$ cat src/rtl/demux_pkg.sv
// rtl/demux_pkg.sv - shared constants and channel index type for the 1-to-4 stream demux
package demux_pkg;

  localparam int NUM_CH  = 4;
  localparam int SEL_W   = 2;
  localparam int STALL_W = 16;

  typedef logic [SEL_W-1:0] ch_idx_t;

endpackage

$ cat src/rtl/demux_fifo.sv
// rtl/demux_fifo.sv - single-clock per-channel FIFO with registered count and async reset
module demux_fifo #(
  parameter int n     = 1,
  parameter int DEPTH = 2
) (
  input  logic         clk,
  input  logic         rst,
  input  logic         push,
  input  logic [n-1:0] din,
  input  logic         pop,
  output logic         full,
  output logic         empty,
  output logic [n-1:0] head
);

  localparam int AW = (DEPTH > 1) ? $clog2(DEPTH) : 1;
  localparam int CW = AW + 1;

  logic [n-1:0]  mem [DEPTH];
  logic [AW-1:0] wr_ptr;
  logic [AW-1:0] rd_ptr;
  logic [CW-1:0] count;
  logic          do_push;
  logic          do_pop;

  // A full FIFO refuses a push even if it is popped in the same cycle.
  assign do_push = push & ~full;
  assign do_pop  = pop & ~empty;

  always_ff @(posedge clk or posedge rst) begin
    if (rst) begin
      wr_ptr <= '0;
      rd_ptr <= '0;
      count  <= '0;
      for (int i = 0; i < DEPTH; i++) begin
        mem[i] <= '0;
      end
    end else begin
      if (do_push) begin
        mem[wr_ptr] <= din;
        wr_ptr      <= wr_ptr + AW'(1);
      end
      if (do_pop) begin
        rd_ptr <= rd_ptr + AW'(1);
      end
      case ({do_push, do_pop})
        2'b10:   count <= count + CW'(1);
        2'b01:   count <= count - CW'(1);
        default: count <= count;
      endcase
    end
  end

  assign full  = (count == CW'(DEPTH));
  assign empty = (count == '0);
  assign head  = mem[rd_ptr];

endmodule

$ cat src/rtl/four_way_demux.sv
// rtl/four_way_demux.sv - registered 1-to-4 stream demux; DEMUX_STALL_CNT_EN adds a saturating stall counter
module four_way_demux
  import demux_pkg::*;
#(
  parameter int n     = 1,
  parameter int DEPTH = 2
) (
  input  logic                clk,
  input  logic                rst,
  input  logic [n-1:0]        in_data,
  input  logic [SEL_W-1:0]    in_sel,
  input  logic                in_valid,
  output logic                in_ready,
  output logic [NUM_CH*n-1:0] out_data,
  output logic [NUM_CH-1:0]   out_valid,
  input  logic [NUM_CH-1:0]   out_ready
`ifdef DEMUX_STALL_CNT_EN
  ,
  output logic [STALL_W-1:0]  stall_cnt
`endif
);

  logic [NUM_CH-1:0] full;
  logic [NUM_CH-1:0] empty;
  logic [NUM_CH-1:0] push;
  logic [NUM_CH-1:0] pop;

  // in_ready depends only on in_sel and registered counts, never on out_ready.
  assign in_ready  = ~full[in_sel];
  assign out_valid = ~empty;
  assign pop       = out_ready & out_valid;

  genvar k;
  generate
    for (k = 0; k < NUM_CH; k++) begin : g_ch
      assign push[k] = in_valid & in_ready & (in_sel == ch_idx_t'(k));

      demux_fifo #(
        .n     (n),
        .DEPTH (DEPTH)
      ) u_fifo (
        .clk   (clk),
        .rst   (rst),
        .push  (push[k]),
        .din   (in_data),
        .pop   (pop[k]),
        .full  (full[k]),
        .empty (empty[k]),
        .head  (out_data[k*n +: n])
      );
    end
  endgenerate

`ifdef DEMUX_STALL_CNT_EN
  always_ff @(posedge clk or posedge rst) begin
    if (rst) begin
      stall_cnt <= '0;
    end else if (in_valid && !in_ready && (stall_cnt != '1)) begin
      stall_cnt <= stall_cnt + STALL_W'(1);
    end
  end
`endif

endmodule
$ cat config.mk
export PLATFORM = sky130hd
export DESIGN_NAME = four_way_demux
export DESIGN_NICKNAME = d
export VERILOG_FILES = /design/src/rtl/demux_pkg.sv /design/src/rtl/demux_fifo.sv /design/src/rtl/four_way_demux.sv
export SDC_FILE = /design/constraint.sdc
export NUM_CORES = 1
export LEC_CHECK = 0
export CAP_MARGIN = 20
export CORE_ASPECT_RATIO = 0.6
export CORE_MARGIN = 5
export CORE_UTILIZATION = 56
export CTS_CLUSTER_SIZE = 16
export DETAILED_ROUTE_END_ITERATION = 7
export PLACE_DENSITY_LB_ADDON = 0.08
export SETUP_SLACK_MARGIN = 0.3
export SLEW_MARGIN = 40
export SYNTH_ARGS = -nofsm -noshare
export SYNTH_HDL_FRONTEND = slang
export SYNTH_SLANG_ARGS = --single-unit
$ cat constraint.sdc
create_clock -name clk -period 4.1 [get_ports clk]
set_input_delay 0.82 -clock clk [delete_from_list [all_inputs] [get_ports clk]]
set_output_delay 0.82 -clock clk [all_outputs]
set_load 0.05 [all_outputs]
==> impl_metrics.xml, run 1 <==
<?xml version="1.0" encoding="UTF-8"?>
<metrics>
  <group name="synthesis">
    <metric name="yosys.cell_types.count" unit="">26</metric>
    <metric name="synthAdderAreaFrac" unit="">0.0407</metric>
    <metric name="synth-compound-area-share" unit="">0</metric>
    <metric name="synth_xor_xnor_area_share" unit="">0.142</metric>
    <metric name="postSynthRegisterBits" unit="">24</metric>
    <metric name="syn_avg_cell_area" unit="um^2">12.2</metric>
    <metric name="synth_enable_flop_cells" unit="">0</metric>
    <metric name="synth.yosys.warnings" unit="">0</metric>
    <metric name="synth_mux_area_frac" unit="">0.131</metric>
    <metric name="synth_area" unit="um^2">1230</metric>
    <metric name="synth_sequential_area_ratio" unit="">0.488</metric>
    <metric name="async_set_or_reset_flop_fraction_in_the_synthesized_netlist" unit="">1.00</metric>
    <metric name="syn-num-nets" unit="">115</metric>
    <metric name="combinational_family_with_the_most_area_after_synthesis" unit="">simple AND/OR/NAND/NOR gates</metric>
    <metric name="post_synth_and_or_nand_nor_area_fraction" unit="">0.164</metric>
    <metric name="synth_top_flop_cell" unit="">dfrtp_1</metric>
    <metric name="syn-instance-count" unit="">101</metric>
  </group>
  <group name="clock_tree">
    <metric name="cts_max_level" unit="">1</metric>
    <metric name="insertion_delay" unit="ns">0.26</metric>
    <metric name="postCtsHoldBufs" unit="">0</metric>
    <metric name="cts-root-buf" unit="">clkbuf_8</metric>
    <metric name="clk_transition_reported_paths" unit="ns">0.08</metric>
    <metric name="cts_tree" unit="">yes</metric>
    <metric name="clock_tree.buffer_depth" unit="">2</metric>
    <metric name="tritoncts.num_buffers" unit="">3</metric>
    <metric name="clock_sink_count" unit="">24</metric>
    <metric name="post_cts_resized" unit="">0</metric>
    <metric name="postcts_setup_bufs" unit="">0</metric>
  </group>
  <group name="setup_path">
    <metric name="crit_type" unit="">in2out</metric>
    <metric name="start_kind" unit="">input pin</metric>
    <metric name="critPathMaxFanout" unit="">4</metric>
    <metric name="arrival" unit="ns">2.69</metric>
    <metric name="critPathCaptureType" unit="">primary output</metric>
    <metric name="worstPathRequired" unit="ns">3.28</metric>
  </group>
  <group name="timing">
    <metric name="post-route-min-period" unit="ns">3.51</metric>
    <metric name="achievable-frequency" unit="MHz">285</metric>
    <metric name="clock_skew" unit="ns">0.00150</metric>
    <metric name="finalMaxSlewViolations" unit="">0</metric>
    <metric name="timing.final.setup_violations" unit="">0</metric>
    <metric name="period_share" unit="">0.856</metric>
    <metric name="unrepaired_setup_endpoints_after_global_routing" unit="">false</metric>
    <metric name="timing.max_slew.rel_slack" unit="">0.663</metric>
    <metric name="worst-slew-pin-transition" unit="ns">0.505</metric>
    <metric name="setup_total_negative_slack" unit="ns">0</metric>
    <metric name="hold_viol_final" unit="">0</metric>
  </group>
  <group name="routing">
    <metric name="avgViaCountPerCell" unit="">5.07</metric>
    <metric name="top_signal_layer_used" unit="">met4</metric>
    <metric name="route.vias.total" unit="">750</metric>
    <metric name="detail_route.drc_violations" unit="">0</metric>
    <metric name="wl_met1" unit="mm">1.04</metric>
    <metric name="postRouteAntennaNets" unit="">0</metric>
    <metric name="route.final.wire_length" unit="mm">2.13</metric>
    <metric name="initialDrtViolationCount" unit="">31</metric>
    <metric name="dr_wl_met2" unit="um">994</metric>
    <metric name="drtPass1Iterations" unit="">2</metric>
    <metric name="routed-wl-met3" unit="um">85</metric>
    <metric name="avgRoutedWirePerCell" unit="um">14.4</metric>
  </group>
  <group name="finish">
    <metric name="area_growth_syn_to_layout" unit="%">18.9</metric>
    <metric name="final_common_cell" unit="">dfrtp_1</metric>
    <metric name="layoutNonFillerInstCount" unit="">148</metric>
    <metric name="drive_above_1_share" unit="">0.186</metric>
    <metric name="insertedDiodeCount" unit="">0</metric>
    <metric name="num-nets-final" unit="">134</metric>
    <metric name="utilization" unit="">0.686</metric>
    <metric name="layout.cells.most_common_list" unit="">24 x dfrtp_1, 18 x clkdlybuf4s50_1, 12 x xnor2_1</metric>
  </group>
  <group name="global_routing">
    <metric name="grt_pass1_vias" unit="">774</metric>
    <metric name="pin_count_of_the_biggest_net_entering_global_routing" unit="">25</metric>
    <metric name="grt_pass1_wl" unit="mm">3.53</metric>
    <metric name="remaining_global_route_overflow" unit="">0</metric>
    <metric name="gr-usage-all-layers" unit="">0.146</metric>
    <metric name="grt_antenna_before_repair" unit="">0</metric>
  </group>
  <group name="pwr">
    <metric name="power_report.internal_total" unit="W">0.000733</metric>
    <metric name="cellLeakagePower" unit="nW">0.599</metric>
    <metric name="clock_network_power_share" unit="">0.104</metric>
    <metric name="switching_share" unit="">0.421</metric>
    <metric name="power_frac_comb" unit="">0.531</metric>
    <metric name="power.density" unit="nW/um^2">865</metric>
    <metric name="irDropWorstVdd" unit="V">0.000521</metric>
    <metric name="seqPwrFrac" unit="">0.365</metric>
    <metric name="power_switching" unit="W">0.000533</metric>
  </group>
  <group name="die">
    <metric name="die_y" unit="um">46.3</metric>
    <metric name="die-width" unit="um">70.5</metric>
    <metric name="floorplan.die_area" unit="um^2">3260</metric>
    <metric name="ioPinCount" unit="">19</metric>
    <metric name="fp.coreArea" unit="um^2">2130</metric>
    <metric name="fp-row-count" unit="">13</metric>
    <metric name="starting_density_of_the_core" unit="">0.577</metric>
  </group>
  <group name="outcome">
    <metric name="result_of_the_run" unit="">finished clean</metric>
  </group>
  <group name="place">
    <metric name="numPlacedInstances" unit="">145</metric>
    <metric name="port_buffers" unit="">18</metric>
    <metric name="routabilityCongestion" unit="">0.709</metric>
    <metric name="post-dp-hpwl" unit="mm">1.64</metric>
  </group>
  <group name="worst_hold_path">
    <metric name="hold_path_class" unit="">reg2reg</metric>
  </group>
  <group name="job">
    <metric name="max-cap-violations" unit="">0</metric>
  </group>
</metrics>
==> final timing paths <==
kind                                               from                       to  slack, ns  cells after the start
worst max register to register  g_ch[1].u_fifo.count[1]  g_ch[1].u_fifo.count[1]       2.35                      5
worst min register to register    g_ch[2].u_fifo.rd_ptr    g_ch[2].u_fifo.rd_ptr       0.48                      1
max in group asynchronous                           rst    g_ch[1].u_fifo.wr_ptr       2.85                      2
worst min-delay path              g_ch[2].u_fifo.rd_ptr    g_ch[2].u_fifo.rd_ptr       0.48                      1
worst max-delay path                          in_sel[0]                 in_ready       0.59                      3
min in group asynchronous                           rst  g_ch[0].u_fifo.count[1]       0.91                      2
==> metal layers <==
metal	vias to the layer above	GRT usage
met3	2	0.0545
met5	-	0
met1	358	0.181
met4	0	0.0344
li1	380	-
met2	10	0.249
==> cells in the mapped netlist, types with 2 or more instances <==
cell type / number / area (um^2)
nand3_1: 2 / 10.0
nor2b_1: 3 / 18.8
ha_1: 4 / 50.1
xor2_1: 8 / 70.1
inv_1: 2 / 7.51
and2_1: 4 / 25.0
nor2_1: 5 / 18.8
nand4_1: 2 / 12.5
mux2_2: 11 / 124
buf_4: 4 / 30.0
dfrtp_1: 24 / 601
xnor2_1: 12 / 105
or2_2: 4 / 25.0
nand2b_1: 3 / 18.8
nand4b_1: 2 / 17.5
==> cell families (layout without fill, tap and decap cells) <==
kind of cell / Yosys count / in the layout
adders and majority gates: 4 / 4
xor gates and xnor gates: 20 / 20
DFF: 24 / 24
buffers and inverters: 7 / 24
and+or+nand+nor: 33 / 33
muxes: 13 / 13
==> worst max-delay path, stage by stage <==
cell,delay [ns]
clkdlybuf4s50_1,0.55
mux4_1,0.60
clkdlybuf4s50_1,0.72
==> power groups by stage <==
stage / registers (W) / clock network (W) / logic, W
3_5_place_dp: 0.000466 / 0 / 0.000674
3_3_place_gp: 0.000456 / 0 / 0.000655
5_1_grt: 0.000477 / 0.000148 / 0.000717
6_report: 0.000462 / 0.000132 / 0.000672
4_1_cts: 0.000462 / 0.000138 / 0.000678
2_1_floorplan: 0.000441 / 0 / 0.000553
==> cell type report <==
cell class,instances,area (um^2)
flip-flops and latches,24,601
multi-input cells,70,588
fillers,161,668
inverters,2,7.51
repair buffers,19,188
clock buffers,3,41.3
well taps,30,37.5
==> state kept, by name, indices dropped and copies added, names as in the netlist <==
name / cells
g_ch.u_fifo.count: 8
g_ch.u_fifo.mem: 8
g_ch.u_fifo.rd_ptr: 4
g_ch.u_fifo.wr_ptr: 4
==> per-stage QoR <==
step,worst slack (ns),hold WS [ns],total power [W],area (um^2)
final,0.591,0.483,0.00127,1460
after floorplan,1.65,0.448,0.000994,1230
after global placement,0.631,0.468,0.00111,1420
after CTS,0.580,0.485,0.00128,1460
after detailed placement,0.581,0.472,0.00114,1420
after global routing,0.533,0.502,0.00134,1460
Note: power is estimated with default switching activity, not from simulation.
==> inputs of run 2 (changes only) <==
Settings changed: CORE_UTILIZATION 56 to 47.
Clock period 4.1 ns to 3.2 ns, I/O delays scaled along.
==> run 2 against run 1 <==
Net effect:
- clock-buffer cell count unchanged
- global-route usage shrank 1.9 points
- flip-flop and latch count is the same
- sequential share of layout area up 0.21 points
- clock skew is 0.00054 ns lower
- sequential power is 28% higher
- critical path depth stayed put
- combinational power up 26%
- worst setup slack worse by 0.015 ns
- clock power increased by 29%
- wire length grew 4.5%
- highest routed layer unchanged
==> impl_metrics.xml, run 2 (synthesized netlist as in run 1, its figures left out) <==
<?xml version="1.0" encoding="UTF-8"?>
<metrics>
  <group name="routing">
    <metric name="postRouteAntennaNets" unit="">0</metric>
    <metric name="route.vias.total" unit="">756</metric>
    <metric name="avgViaCountPerCell" unit="">5.07</metric>
    <metric name="route.final.wire_length" unit="mm">2.22</metric>
    <metric name="initialDrtViolationCount" unit="">57</metric>
    <metric name="avgRoutedWirePerCell" unit="um">14.9</metric>
    <metric name="detail_route.drc_violations" unit="">0</metric>
    <metric name="drtPass1Iterations" unit="">4</metric>
  </group>
  <group name="global_routing">
    <metric name="grt_pass1_wl" unit="mm">3.82</metric>
    <metric name="grt_antenna_before_repair" unit="">0</metric>
    <metric name="remaining_global_route_overflow" unit="">0</metric>
    <metric name="pin_count_of_the_biggest_net_entering_global_routing" unit="">25</metric>
    <metric name="gr-usage-all-layers" unit="">0.127</metric>
    <metric name="grt_pass1_vias" unit="">835</metric>
  </group>
  <group name="place">
    <metric name="numPlacedInstances" unit="">146</metric>
    <metric name="port_buffers" unit="">18</metric>
    <metric name="post-dp-hpwl" unit="mm">1.66</metric>
    <metric name="post-place-ws" unit="ns">0.577</metric>
    <metric name="routabilityCongestion" unit="">0.711</metric>
  </group>
  <group name="clock_tree">
    <metric name="postcts_setup_bufs" unit="">0</metric>
    <metric name="postCtsHoldBufs" unit="">0</metric>
    <metric name="clock_sink_count" unit="">24</metric>
    <metric name="cts_tree" unit="">yes</metric>
    <metric name="clock_tree.buffer_depth" unit="">2</metric>
    <metric name="insertion_delay" unit="ns">0.26</metric>
    <metric name="cts-root-buf" unit="">clkbuf_8</metric>
    <metric name="post_cts_resized" unit="">0</metric>
    <metric name="cts_max_level" unit="">1</metric>
    <metric name="clk_transition_reported_paths" unit="ns">0.07</metric>
    <metric name="tritoncts.num_buffers" unit="">3</metric>
  </group>
  <group name="pwr">
    <metric name="seqPwrFrac" unit="">0.368</metric>
    <metric name="cellLeakagePower" unit="nW">0.595</metric>
    <metric name="switching_share" unit="">0.419</metric>
    <metric name="power_frac_comb" unit="">0.527</metric>
    <metric name="power_switching" unit="W">0.000676</metric>
    <metric name="irDropWorstVdd" unit="V">0.000550</metric>
    <metric name="power_report.internal_total" unit="W">0.000936</metric>
    <metric name="power.density" unit="nW/um^2">1110</metric>
    <metric name="clock_network_power_share" unit="">0.105</metric>
  </group>
  <group name="worst_hold_path">
    <metric name="hold_path_class" unit="">reg2reg</metric>
  </group>
  <group name="setup_path">
    <metric name="arrival" unit="ns">1.98</metric>
    <metric name="critical-path-max-stage-delay" unit="ns">0.58</metric>
    <metric name="r2r_slack" unit="ns">1.45</metric>
    <metric name="worstPathRequired" unit="ns">2.56</metric>
    <metric name="critPathCaptureType" unit="">primary output</metric>
    <metric name="cells_along_the_critical_path" unit="">clkdlybuf4s50_1 &gt; mux4_1 &gt; buf_4</metric>
    <metric name="crit_type" unit="">in2out</metric>
    <metric name="start_kind" unit="">input pin</metric>
    <metric name="critPathSlowestCell" unit="">mux4_1</metric>
    <metric name="critPathMaxFanout" unit="">4</metric>
  </group>
  <group name="finish">
    <metric name="drive_above_1_share" unit="">0.188</metric>
    <metric name="layout.cells.most_common_list" unit="">24 x dfrtp_1, 17 x clkdlybuf4s50_1, 12 x xnor2_1</metric>
    <metric name="layoutNonFillerInstCount" unit="">149</metric>
    <metric name="fillerInstances" unit="">209</metric>
    <metric name="largestRegisters" unit="">g_ch.u_fifo.count (8), g_ch.u_fifo.mem (8)</metric>
    <metric name="multiInputGateArea" unit="um^2">588</metric>
    <metric name="footprint_of_the_flip_flops_and_latches" unit="um^2">601</metric>
    <metric name="final_common_cell" unit="">dfrtp_1</metric>
    <metric name="num-nets-final" unit="">133</metric>
    <metric name="utilization" unit="">0.581</metric>
    <metric name="area_growth_syn_to_layout" unit="%">18.3</metric>
    <metric name="insertedDiodeCount" unit="">0</metric>
  </group>
  <group name="timing">
    <metric name="timing.max_slew.rel_slack" unit="">0.658</metric>
    <metric name="setup_total_negative_slack" unit="ns">0</metric>
    <metric name="finalMaxSlewViolations" unit="">0</metric>
    <metric name="clock_skew" unit="ns">0.000956</metric>
    <metric name="post-route-min-period" unit="ns">2.62</metric>
    <metric name="worst-slew-pin-transition" unit="ns">0.513</metric>
    <metric name="layout_setup_ws" unit="ns">0.576</metric>
    <metric name="timing.final.setup_violations" unit="">0</metric>
    <metric name="period_share" unit="">0.820</metric>
    <metric name="hold_viol_final" unit="">0</metric>
    <metric name="achievable-frequency" unit="MHz">381</metric>
    <metric name="unrepaired_setup_endpoints_after_global_routing" unit="">false</metric>
  </group>
  <group name="die">
    <metric name="starting_density_of_the_core" unit="">0.491</metric>
    <metric name="die_y" unit="um">49.6</metric>
    <metric name="die-width" unit="um">76.0</metric>
    <metric name="fp.coreArea" unit="um^2">2500</metric>
    <metric name="fp-row-count" unit="">14</metric>
    <metric name="ioPinCount" unit="">19</metric>
    <metric name="floorplan.die_area" unit="um^2">3770</metric>
  </group>
  <group name="outcome">
    <metric name="result_of_the_run" unit="">finished clean</metric>
  </group>
  <group name="job">
    <metric name="max-cap-violations" unit="">0</metric>
  </group>
</metrics>
==> run 2: through the flow <==
step | hold WS (ns) | power [W] | cell area, um^2
detailed placement | 0.468 | 0.00145 | 1410
CTS | 0.479 | 0.00163 | 1460
floorplan | 0.448 | 0.00127 | 1230
finish | 0.474 | 0.00161 | 1460
global route | 0.493 | 0.00172 | 1460
global placement | 0.467 | 0.00143 | 1410
==> run 2: critical path, delay by kind of cell <==
kind	cells	cell delay, ns
buf+inv	2	0.76
mux	1	0.58
==> run 2: path summary, 6_finish.rpt <==
check	from	endpoint	cells after the start
min in group asynchronous	rst	g_ch[2].u_fifo.count[0]	2
min reg2reg	g_ch[0].u_fifo.rd_ptr	g_ch[0].u_fifo.rd_ptr	1
max	in_sel[0]	in_ready	3
max in group asynchronous	rst	g_ch[1].u_fifo.count[1]	2
max reg2reg	g_ch[1].u_fifo.count[1]	g_ch[1].u_fifo.count[1]	6
min	g_ch[0].u_fifo.rd_ptr	g_ch[0].u_fifo.rd_ptr	1
==> run 2: area by class of cell <==
type                    instances  share of cell area
clock buffers                   3              0.0284
inverters                       2             0.00516
multi-input cells              70               0.404
flip-flops and latches         24               0.413
well taps                      32              0.0275
repair buffers                 18               0.122
==> run 2: power groups by stage <==
stage / logic (W) / clock network [W] / registers [W]
after floorplan: 0.000709 / 0 / 0.000565
after global placement: 0.000841 / 0 / 0.000586
after detailed placement: 0.000855 / 0 / 0.000599
after CTS: 0.000860 / 0.000179 / 0.000593
after global routing: 0.000910 / 0.000196 / 0.000618
final: 0.000850 / 0.000170 / 0.000593
==> run 2: layer usage <==
| metal | up-vias | wire length, um | GRT usage |
|---|---|---|---|
| li1 | 372 | - | - |
| met1 | 368 | 1090 | 0.157 |
| met2 | 14 | 1030 | 0.212 |
| met3 | 2 | 95 | 0.0436 |
| met4 | 0 | 12 | 0.0355 |
| met5 | - | 0 | 0 |
